$ cat src/rtl/lcd_pkg.sv
// Shared types and HD44780 command constants for the operator-character LCD path.
package lcd_pkg;

    typedef enum logic [2:0] {
        ST_POWERUP,
        ST_INIT_FUNC,
        ST_INIT_DISP,
        ST_INIT_ENTRY,
        ST_INIT_CLEAR,
        ST_SET_ADDR,
        ST_WRITE_CHAR,
        ST_IDLE
    } lcd_state_t;

    typedef enum logic [1:0] {
        WR_IDLE,
        WR_SETUP,
        WR_STROBE,
        WR_HOLD
    } wr_phase_t;

    localparam logic [7:0] LCD_CMD_FUNC    = 8'h38;
    localparam logic [7:0] LCD_CMD_DISP    = 8'h0C;
    localparam logic [7:0] LCD_CMD_ENTRY   = 8'h06;
    localparam logic [7:0] LCD_CMD_CLEAR   = 8'h01;
    localparam logic [7:0] LCD_CMD_SETADDR = 8'h80;
    localparam logic [7:0] LCD_BLANK       = 8'h20;

endpackage

$ cat src/rtl/lcd_write_strobe.sv
// Three-phase LCD write engine: SETUP (e=0), STROBE (e=1), HOLD (e=0).
// rs/data are captured on start and held until the next accepted start.
module lcd_write_strobe
    import lcd_pkg::*;
(
    input  logic       clk_100hz,
    input  logic       rst,
    input  logic       i_start,
    input  logic       i_rs,
    input  logic [7:0] i_data,
    output logic       o_e,
    output logic       o_rs,
    output logic [7:0] o_data,
    output logic       o_done
);

    wr_phase_t  phase_q, phase_d;
    logic       e_q, e_d;
    logic       rs_q, rs_d;
    logic [7:0] data_q, data_d;

    always_ff @(posedge clk_100hz or posedge rst) begin
        if (rst) begin
            phase_q <= WR_IDLE;
            e_q     <= 1'b0;
            rs_q    <= 1'b0;
            data_q  <= 8'h00;
        end else begin
            phase_q <= phase_d;
            e_q     <= e_d;
            rs_q    <= rs_d;
            data_q  <= data_d;
        end
    end

    always_comb begin
        phase_d = phase_q;
        e_d     = 1'b0;
        rs_d    = rs_q;
        data_d  = data_q;
        case (phase_q)
            WR_IDLE, WR_HOLD: begin
                // A start in HOLD chains straight into the next SETUP.
                if (i_start) begin
                    phase_d = WR_SETUP;
                    rs_d    = i_rs;
                    data_d  = i_data;
                end else begin
                    phase_d = WR_IDLE;
                end
            end
            WR_SETUP: begin
                phase_d = WR_STROBE;
                e_d     = 1'b1;
            end
            WR_STROBE: phase_d = WR_HOLD;
            default:   phase_d = WR_IDLE;
        endcase
    end

    assign o_e    = e_q;
    assign o_rs   = rs_q;
    assign o_data = data_q;
    assign o_done = (phase_q == WR_HOLD);

endmodule

$ cat src/rtl/lcd_op_display.sv
// HD44780 init sequencer plus change-driven rewrite of one operator character.
module lcd_op_display
    import lcd_pkg::*;
#(
    parameter int         POWERUP_CYCLES = 10,
    parameter logic [6:0] CHAR_ADDR      = 7'h0F
) (
    input  logic       clk_100hz,
    input  logic       rst,
    input  logic [7:0] i_char,
    output logic       lcd_e,
    output logic       lcd_rs,
    output logic       lcd_rw,
    output logic [7:0] lcd_data,
    output logic       o_busy
);

    localparam int             CNT_W    = $clog2(POWERUP_CYCLES + 1);
    localparam logic [CNT_W-1:0] CNT_LAST = CNT_W'(POWERUP_CYCLES - 1);
    localparam logic [7:0]     CMD_ADDR = LCD_CMD_SETADDR | {1'b0, CHAR_ADDR};

    lcd_state_t       state_q, state_d;
    logic [CNT_W-1:0] cnt_q, cnt_d;
    logic [7:0]       pending_q, pending_d;
    logic [7:0]       shown_q, shown_d;
    logic             first_q, first_d;
    logic             busy_q, busy_d;

    logic       wr_start, wr_rs, wr_done;
    logic [7:0] wr_data;

    always_ff @(posedge clk_100hz or posedge rst) begin
        if (rst) begin
            state_q   <= ST_POWERUP;
            cnt_q     <= '0;
            pending_q <= LCD_BLANK;
            shown_q   <= LCD_BLANK;
            first_q   <= 1'b0;
            busy_q    <= 1'b1;
        end else begin
            state_q   <= state_d;
            cnt_q     <= cnt_d;
            pending_q <= pending_d;
            shown_q   <= shown_d;
            first_q   <= first_d;
            busy_q    <= busy_d;
        end
    end

    always_comb begin
        state_d   = state_q;
        cnt_d     = cnt_q;
        pending_d = pending_q;
        shown_d   = shown_q;
        first_d   = first_q;
        wr_start  = 1'b0;
        wr_rs     = 1'b0;
        wr_data   = 8'h00;
        case (state_q)
            ST_POWERUP: begin
                cnt_d = cnt_q + CNT_W'(1);
                if (cnt_q == CNT_LAST) begin
                    state_d  = ST_INIT_FUNC;
                    wr_start = 1'b1;
                    wr_data  = LCD_CMD_FUNC;
                end
            end
            ST_INIT_FUNC: if (wr_done) begin
                state_d  = ST_INIT_DISP;
                wr_start = 1'b1;
                wr_data  = LCD_CMD_DISP;
            end
            ST_INIT_DISP: if (wr_done) begin
                state_d  = ST_INIT_ENTRY;
                wr_start = 1'b1;
                wr_data  = LCD_CMD_ENTRY;
            end
            ST_INIT_ENTRY: if (wr_done) begin
                state_d  = ST_INIT_CLEAR;
                wr_start = 1'b1;
                wr_data  = LCD_CMD_CLEAR;
            end
            ST_INIT_CLEAR: if (wr_done) begin
                state_d  = ST_SET_ADDR;
                wr_start = 1'b1;
                wr_data  = CMD_ADDR;
                first_d  = 1'b1;
            end
            ST_SET_ADDR: begin
                // First pass after init samples i_char in the SETUP cycle; later passes latched it in IDLE.
                if (first_q) begin
                    pending_d = i_char;
                    first_d   = 1'b0;
                end
                if (wr_done) begin
                    state_d  = ST_WRITE_CHAR;
                    wr_start = 1'b1;
                    wr_rs    = 1'b1;
                    wr_data  = pending_q;
                end
            end
            ST_WRITE_CHAR: if (wr_done) begin
                state_d = ST_IDLE;
                shown_d = pending_q;
            end
            default: begin
                if (i_char != shown_q) begin
                    pending_d = i_char;
                    state_d   = ST_SET_ADDR;
                    wr_start  = 1'b1;
                    wr_data   = CMD_ADDR;
                end
            end
        endcase
        busy_d = (state_d != ST_IDLE);
    end

    lcd_write_strobe u_wr (
        .clk_100hz (clk_100hz),
        .rst       (rst),
        .i_start   (wr_start),
        .i_rs      (wr_rs),
        .i_data    (wr_data),
        .o_e       (lcd_e),
        .o_rs      (lcd_rs),
        .o_data    (lcd_data),
        .o_done    (wr_done)
    );

    assign lcd_rw = 1'b0;
    assign o_busy = busy_q;

endmodule
$ cat config.mk
export PLATFORM = sky130hd
export DESIGN_NAME = lcd_op_display
export DESIGN_NICKNAME = d
export VERILOG_FILES = /design/src/rtl/lcd_pkg.sv /design/src/rtl/lcd_write_strobe.sv /design/src/rtl/lcd_op_display.sv
export SDC_FILE = /design/constraint.sdc
export NUM_CORES = 1
export LEC_CHECK = 0
export CAP_MARGIN = 20
export CORE_AREA = 2 2 70 56
export DETAILED_ROUTE_END_ITERATION = 8
export DIE_AREA = 0 0 72 58
export PLACE_DENSITY = 0.87
export SLEW_MARGIN = 20
export SYNTH_ARGS = -nofsm -noshare
export SYNTH_HDL_FRONTEND = slang
export SYNTH_HIERARCHICAL = 1
export SYNTH_SLANG_ARGS = --single-unit
$ cat constraint.sdc
create_clock -name clk_100hz -period 2.8 [get_ports clk_100hz]
set_input_delay 0.28 -clock clk_100hz [delete_from_list [all_inputs] [get_ports clk_100hz]]
set_output_delay 0.28 -clock clk_100hz [all_outputs]
set_load 0.05 [all_outputs]
## Word level (Yosys, flattened, before mapping)

Index checks and enable logic that the tools add are counted.

| word-level totals | value |
|---|---|
| word-level logic and storage cells | 67 |
| bits in registers | 37 |
| bits of input ports | 10 |

| operators by class | value |
|---|---|
| bitwise operators | 1 |
| multiplexer cells | 30 |
| reductions and logical operators | 11 |
| equal/unequal tests | 14 |
| $add $sub $neg | 1 |

Operators with widths:

| cell | number |
|---|---|
| $pmux W8 S7 | 1 |
| $mux W8 | 5 |
| $mux W3 | 9 |
| $pmux W3 S7 | 1 |
| $pmux W8 S2 | 1 |
| $eq A3 B3 Y1 const B | 3 |
| $mux W1 | 8 |
| $ne A8 B8 Y1 | 1 |
| $eq A3 B2 Y1 const B | 2 |
| $mux W6 | 1 |
| $pmux W2 S3 | 1 |
| $reduce_and A2 Y1 | 3 |
| $reduce_or A6 Y1 | 1 |
| $reduce_or A5 Y1 | 1 |
| $add A4 B1 Y4 const B | 1 |
| $eq A2 B2 Y1 const B | 2 |
| $eq A4 B4 Y1 const B | 1 |
| $mux W4 | 1 |
| $reduce_bool A2 Y1 | 2 |
| $eq A3 B1 Y1 const B | 1 |
| $logic_not A3 Y1 | 1 |
| $ne A3 B3 Y1 const B | 1 |
| $pmux W1 S3 | 1 |
| $reduce_and A3 Y1 | 1 |
| 7 further kinds | 7 |

## Depth between registers and ports, before layout

| logic depth | value |
|---|---|
| word-level depth | 5 |
| mapped depth | 7 |
| gate-level depth less buffers | 7 |

## Cells and area by module

The synthesis kept the hierarchy.

Modules (own cells, without submodules):

| module | instances | sequential area each (um2) | cells an instance | area each (um2) |
|---|---|---|---|---|
| lcd_op_display | 1 | 629.4 | 130 | 1338.8 |
| lcd_write_strobe | 1 | 300.3 | 31 | 474.2 |

## Worst setup path before layout

Ideal clock, no wire load.

| path | value |
|---|---|
| path kind | register to register |
| start point | register shown_q[5] |
| end point | register u_wr.data_q[0] (netlist: u_wr/o_data[0]) |
| setup slack | 821 ps |
| data required time | 2675 ps |
| stages on the path, launching flop included | 8 |
| path buffers | 0 |
| clock period less this slack | 1979 ps |
| library setup time | 125 ps |
| data arrival time | 1854 ps |
| cell sequence | dfstp_2 xnor2_1 nand3_1 nor4_4 nand3_1 o21a_1 nand2_4 mux2_2 |

| between the ends | value |
|---|---|
| word-level cells in the longest chain between the ends | 4 |

RTL lines:

| element | line | source |
|---|---|---|
| from (decl) | lcd_op_display.sv:25 | `logic [7:0] shown_q, shown_d;` |
| from (signal assigned) | lcd_op_display.sv:44 | `shown_q <= shown_d;` |
| $ne A8 B8 Y1 | lcd_op_display.sv:107 | `if (i_char != shown_q) begin` |
| $mux W1 | lcd_op_display.sv:107 |  |
| $pmux W1 S3 | lcd_op_display.sv:59 | `case (state_q)` |
| net wr_start | lcd_op_display.sv:29 | `logic wr_start, wr_rs, wr_done;` |
| $reduce_and A2 Y1 (no line) | n/a |  |
| to (signal assigned) | lcd_write_strobe.sv:32 | `data_q <= data_d;` |
| to (decl) | lcd_write_strobe.sv:20 | `logic [7:0] data_q, data_d;` |

The timed path passes the listed nets, and every way through them passes these cells.
A chain may end at the register's enable or synchronous reset.

## Worst setup path after layout

| path | value |
|---|---|
| start point | register state_q[0] |
| end point | register u_wr.data_q[0] (netlist: u_wr/o_data[0]) |

| between the ends | value |
|---|---|
| word-level cells in the longest chain between the ends | 4 |

RTL lines:

| element | line | source |
|---|---|---|
| from (decl) | lcd_op_display.sv:22 | `lcd_state_t state_q, state_d;` |
| from (signal assigned) | lcd_op_display.sv:41 | `state_q <= state_d;` |
| $eq A3 B3 Y1 (tied with other cells) | lcd_op_display.sv:59 |  |
| $reduce_or A5 Y1 (no line) | n/a |  |
| $pmux W1 S3 (*) | lcd_op_display.sv:59 |  |
| net wr_start | lcd_op_display.sv:29 |  |
| $reduce_and A2 Y1 (no line) (*) | n/a |  |

Mark *: on every way through the listed nets, which the timed path passes. The rest lies on a longest branch.

==> results.sh <==
export IMPL_die_w_um=72
export IMPL_antenna_found_initial=0
export IMPL_core_area_um2=3495
export IMPL_status="complete, no violations"
export IMPL_power_density_nw_per_um2=1138
export IMPL_cts_setup_buffers=0
export IMPL_irDropWorstVdd_v=0.0007157
export IMPL_max_stage_delay_ns=0.56
export IMPL_finalHoldWorstSlack_ns=0.3275
export IMPL_first_iter_violations=141
export IMPL_cts_root_buf="clkbuf_8"
export IMPL_nets=198
export IMPL_finalHoldViolCount=0
export IMPL_max_freq_mhz=457.9
export IMPL_grt_pass1_vias=1269
export IMPL_worstSetupPathType="reg -> reg"
export IMPL_p_comb_frac=0.457
export IMPL_via_count=1271
export IMPL_clk_pin_slew_ns=0.07
export IMPL_fin_crit_sh=0.7800
export IMPL_setup_tns_ns=0
export IMPL_hp_class="in -> async"
export IMPL_synth_top_family_by_area="multiplexers"
export IMPL_h_tree_depth=2
export IMPL_synth_compound_area_frac=0.09524
export IMPL_postPlaceCellArea_um2=2051
export IMPL_ys_ff_latch=37
export IMPL_seq_power_share=0.390
export IMPL_area_delta_synth_final_pct=18.08
export IMPL_total_power_w=0.002437
export IMPL_dp_hpwl_mm=2.537
export IMPL_synth_xor_area_frac=0.05314
export IMPL_cts_made_buffers=5
export IMPL_synth_area_top_cells="dfrtp_1 (47%), mux2_2 (14%), xnor2_1 (4.8%), dfstp_2 (4.3%), ha_1 (3.5%)"
export IMPL_worstSkewPairLatency_ns=0.29
export IMPL_grt_max_degree=26
export IMPL_track_usage=0.1972
export IMPL_grt_overflow=0
export IMPL_critPathMaxFanout=18
export IMPL_gp_congestion=0.9496
export IMPL_wl_per_cell_um=15.30
export IMPL_synthSimpleGateAreaFrac=0.1201
export IMPL_startpoint_type="flip-flop"
export IMPL_path_cells="or3_1 -> nor3_2 -> o21a_1 -> nand2_4 -> mux2_2"
export IMPL_synth_top_area_cell="dfrtp_1"
export IMPL_avgSynthCellArea_um2=11.26
export IMPL_clock_sinks=37
export IMPL_io_buffers=20
export IMPL_worst_pin_slew_ns=0.9282
export IMPL_num_rows=19
export IMPL_yosys_warnings=6
export IMPL_final_area_um2=2141
export IMPL_cp_num_buf_inv=0
export IMPL_p_sw_frac=0.4024
export IMPL_cp_end_kind="flip-flop"
export IMPL_synth_mux_area_frac=0.1429
export IMPL_grt_pass1_wl_mm=6.078
export IMPL_p_leak_nw=0.9571
export IMPL_drive_above_1_share=0.2174
export IMPL_synth_area_um2=1813
export IMPL_postCtsResizedCells=0
export IMPL_fp_dieArea_um2=4176
export IMPL_critPathTopFamily="simple AND/OR/NAND/NOR gates"
export IMPL_syn_nets=176
export IMPL_yosys_area_top_type_share=0.4693
export IMPL_p_int_w=0.001456
export IMPL_critPathArrivalTime_ns=2.35
export IMPL_rsz0062_at_grt="no"
export IMPL_critPathSlowestCell="dfrtp_1"
export IMPL_clkPwrFrac=0.153
export IMPL_dr_pass1_iters=6
export IMPL_cp_required_ns=2.97
export IMPL_r2r_slack_ns=0.62
export IMPL_drtAntennaViolNets=0
export IMPL_min_period_ns=2.184
export IMPL_synth_distinct_cells=36
export IMPL_start_util=0.5188
export IMPL_relSlewSlack=0.3805
export IMPL_num_antenna_cells=0
export IMPL_drc=0
export IMPL_cts_buffer_depth=2
export IMPL_routed_wl_mm=3.458
export IMPL_timing_max_cap_violations=0
export IMPL_report_final_setup_viol=0
export IMPL_skew_ns=0.005325
export IMPL_cts_tree="yes"
export IMPL_die_h_um=58
export IMPL_final_core_util=0.6126
export IMPL_vias_per_cell=5.624
export IMPL_ioPinCount=22
export IMPL_netSwitchingPower_w=0.0009805
export IMPL_ys_seq_area_frac=0.5128
export IMPL_synth_cells=161
export IMPL_synthAdderAreaFrac=0.03451
export IMPL_cts_hold_buf=0
export IMPL_report_final_slew_viol_count=0
[cell type report]
type / count / area, um2
multi-input combinational: 106 / 812.0
sequential: 37 / 929.6
clock buffer: 8 / 90.09
tap: 42 / 52.55
fill: 275 / 1354
timing repair buffer: 22 / 215.2
inverter: 11 / 41.29
[state kept, by name, summed over array words and instances (netlist names)]
| signal | count |
|---|---|
| pending_q | 8 |
| shown_q | 8 |
| u_wr/o_data | 8 |
| cnt_q | 4 |
| state_q | 3 |
| u_wr/phase_q | 2 |
| first_q | 1 |
| o_busy | 1 |
| u_wr/o_e | 1 |
| u_wr/o_rs | 1 |
[metal layers]
metal,vias up,share of wire,wire [um],global-route usage
li1,597,-,-,-
met1,622,0.46,1586,0.2658
met2,47,0.46,1593,0.3016
met3,5,0.071,244,0.07130
met4,0,0.0095,33,0.06199
met5,-,0,0,0
[power by group through the flow]
stage / logic, W / clock network, W / registers [W]
floorplan: 0.000672 / 0 / 0.00109
global placement: 0.00107 / 0 / 0.000944
detailed placement: 0.00111 / 0 / 0.000953
CTS: 0.00111 / 0.000378 / 0.000948
global route: 0.00120 / 0.000412 / 0.000983
finish: 0.00111 / 0.000374 / 0.000950
[Yosys cell counts, drive strengths merged]
| master | count |
|---|---|
| inv | 11 |
| buf | 1 |
| ha | 5 |
| nor4 | 1 |
| nor2 | 5 |
| a21oi | 5 |
| o22ai | 2 |
| nor3 | 2 |
| nand3 | 4 |
| a211oi | 1 |
| o211ai | 1 |
| xor2 | 1 |
| mux2 | 23 |
| a31oi | 2 |
| conb | 1 |
| nand2 | 13 |
| nand4 | 4 |
| dfrtp | 34 |
| xnor2 | 10 |
| a22oi | 1 |
| clkbuf | 6 |
| a21o | 2 |
| o21bai | 2 |
| o21a | 2 |
| dfstp | 3 |
| and2 | 1 |
| or3 | 1 |
| nand4b | 1 |
| nand3b | 1 |
| nand2b | 1 |
| o21ai | 11 |
| or2 | 2 |
| nor2b | 1 |
[through the flow]
step | worst slack, ns | cells
2_1_floorplan | 0.8210 | 161
3_3_place_gp | 0.5782 | 218
3_5_place_dp | 0.5153 | 218
4_1_cts | 0.6587 | 226
5_1_grt | 0.5276 | 226
6_report | 0.6161 | 226
[worst paths after layout]
| kind | from | endpoint | cells after the start |
|---|---|---|---|
| worst max-delay path | state_q[0] | u_wr/o_data[0] | 5 |
| worst min-delay path | rst | u_wr/o_e | 2 |
| worst max register to register | state_q[0] | u_wr/o_data[0] | 5 |
| worst min register to register | cnt_q[3] | cnt_q[3] | 1 |
| max in group asynchronous | rst | state_q[0] | 2 |
| min in group clk_100hz | cnt_q[3] | cnt_q[3] | 1 |
[placed cells by master (no fill, tap or decap), drive strengths merged, types with 5 or more instances in the layout]
cell type / synthesis / layout
dfrtp: 34 / 34
mux2: 23 / 23
clkdlybuf4s50: 0 / 20
nand2: 13 / 13
inv: 11 / 11
o21ai: 11 / 11
xnor2: 10 / 10
clkbuf: 6 / 8
a21oi: 5 / 5
ha: 5 / 5
nor2: 5 / 5
[cell families (layout without fill, tap and decap cells)]
group / count (synthesis) / in the layout
AND/OR/NAND/NOR: 37 / 37
XOR/XNOR: 11 / 11
other: 1 / 1
multiplexers: 23 / 23
flip-flops: 37 / 37
AO/OA/AOI/OAI: 29 / 29
buffers and inverters: 18 / 41
adder cells (fa/ha/maj): 5 / 5
No activity file was read; power rests on OpenSTA's default activity.
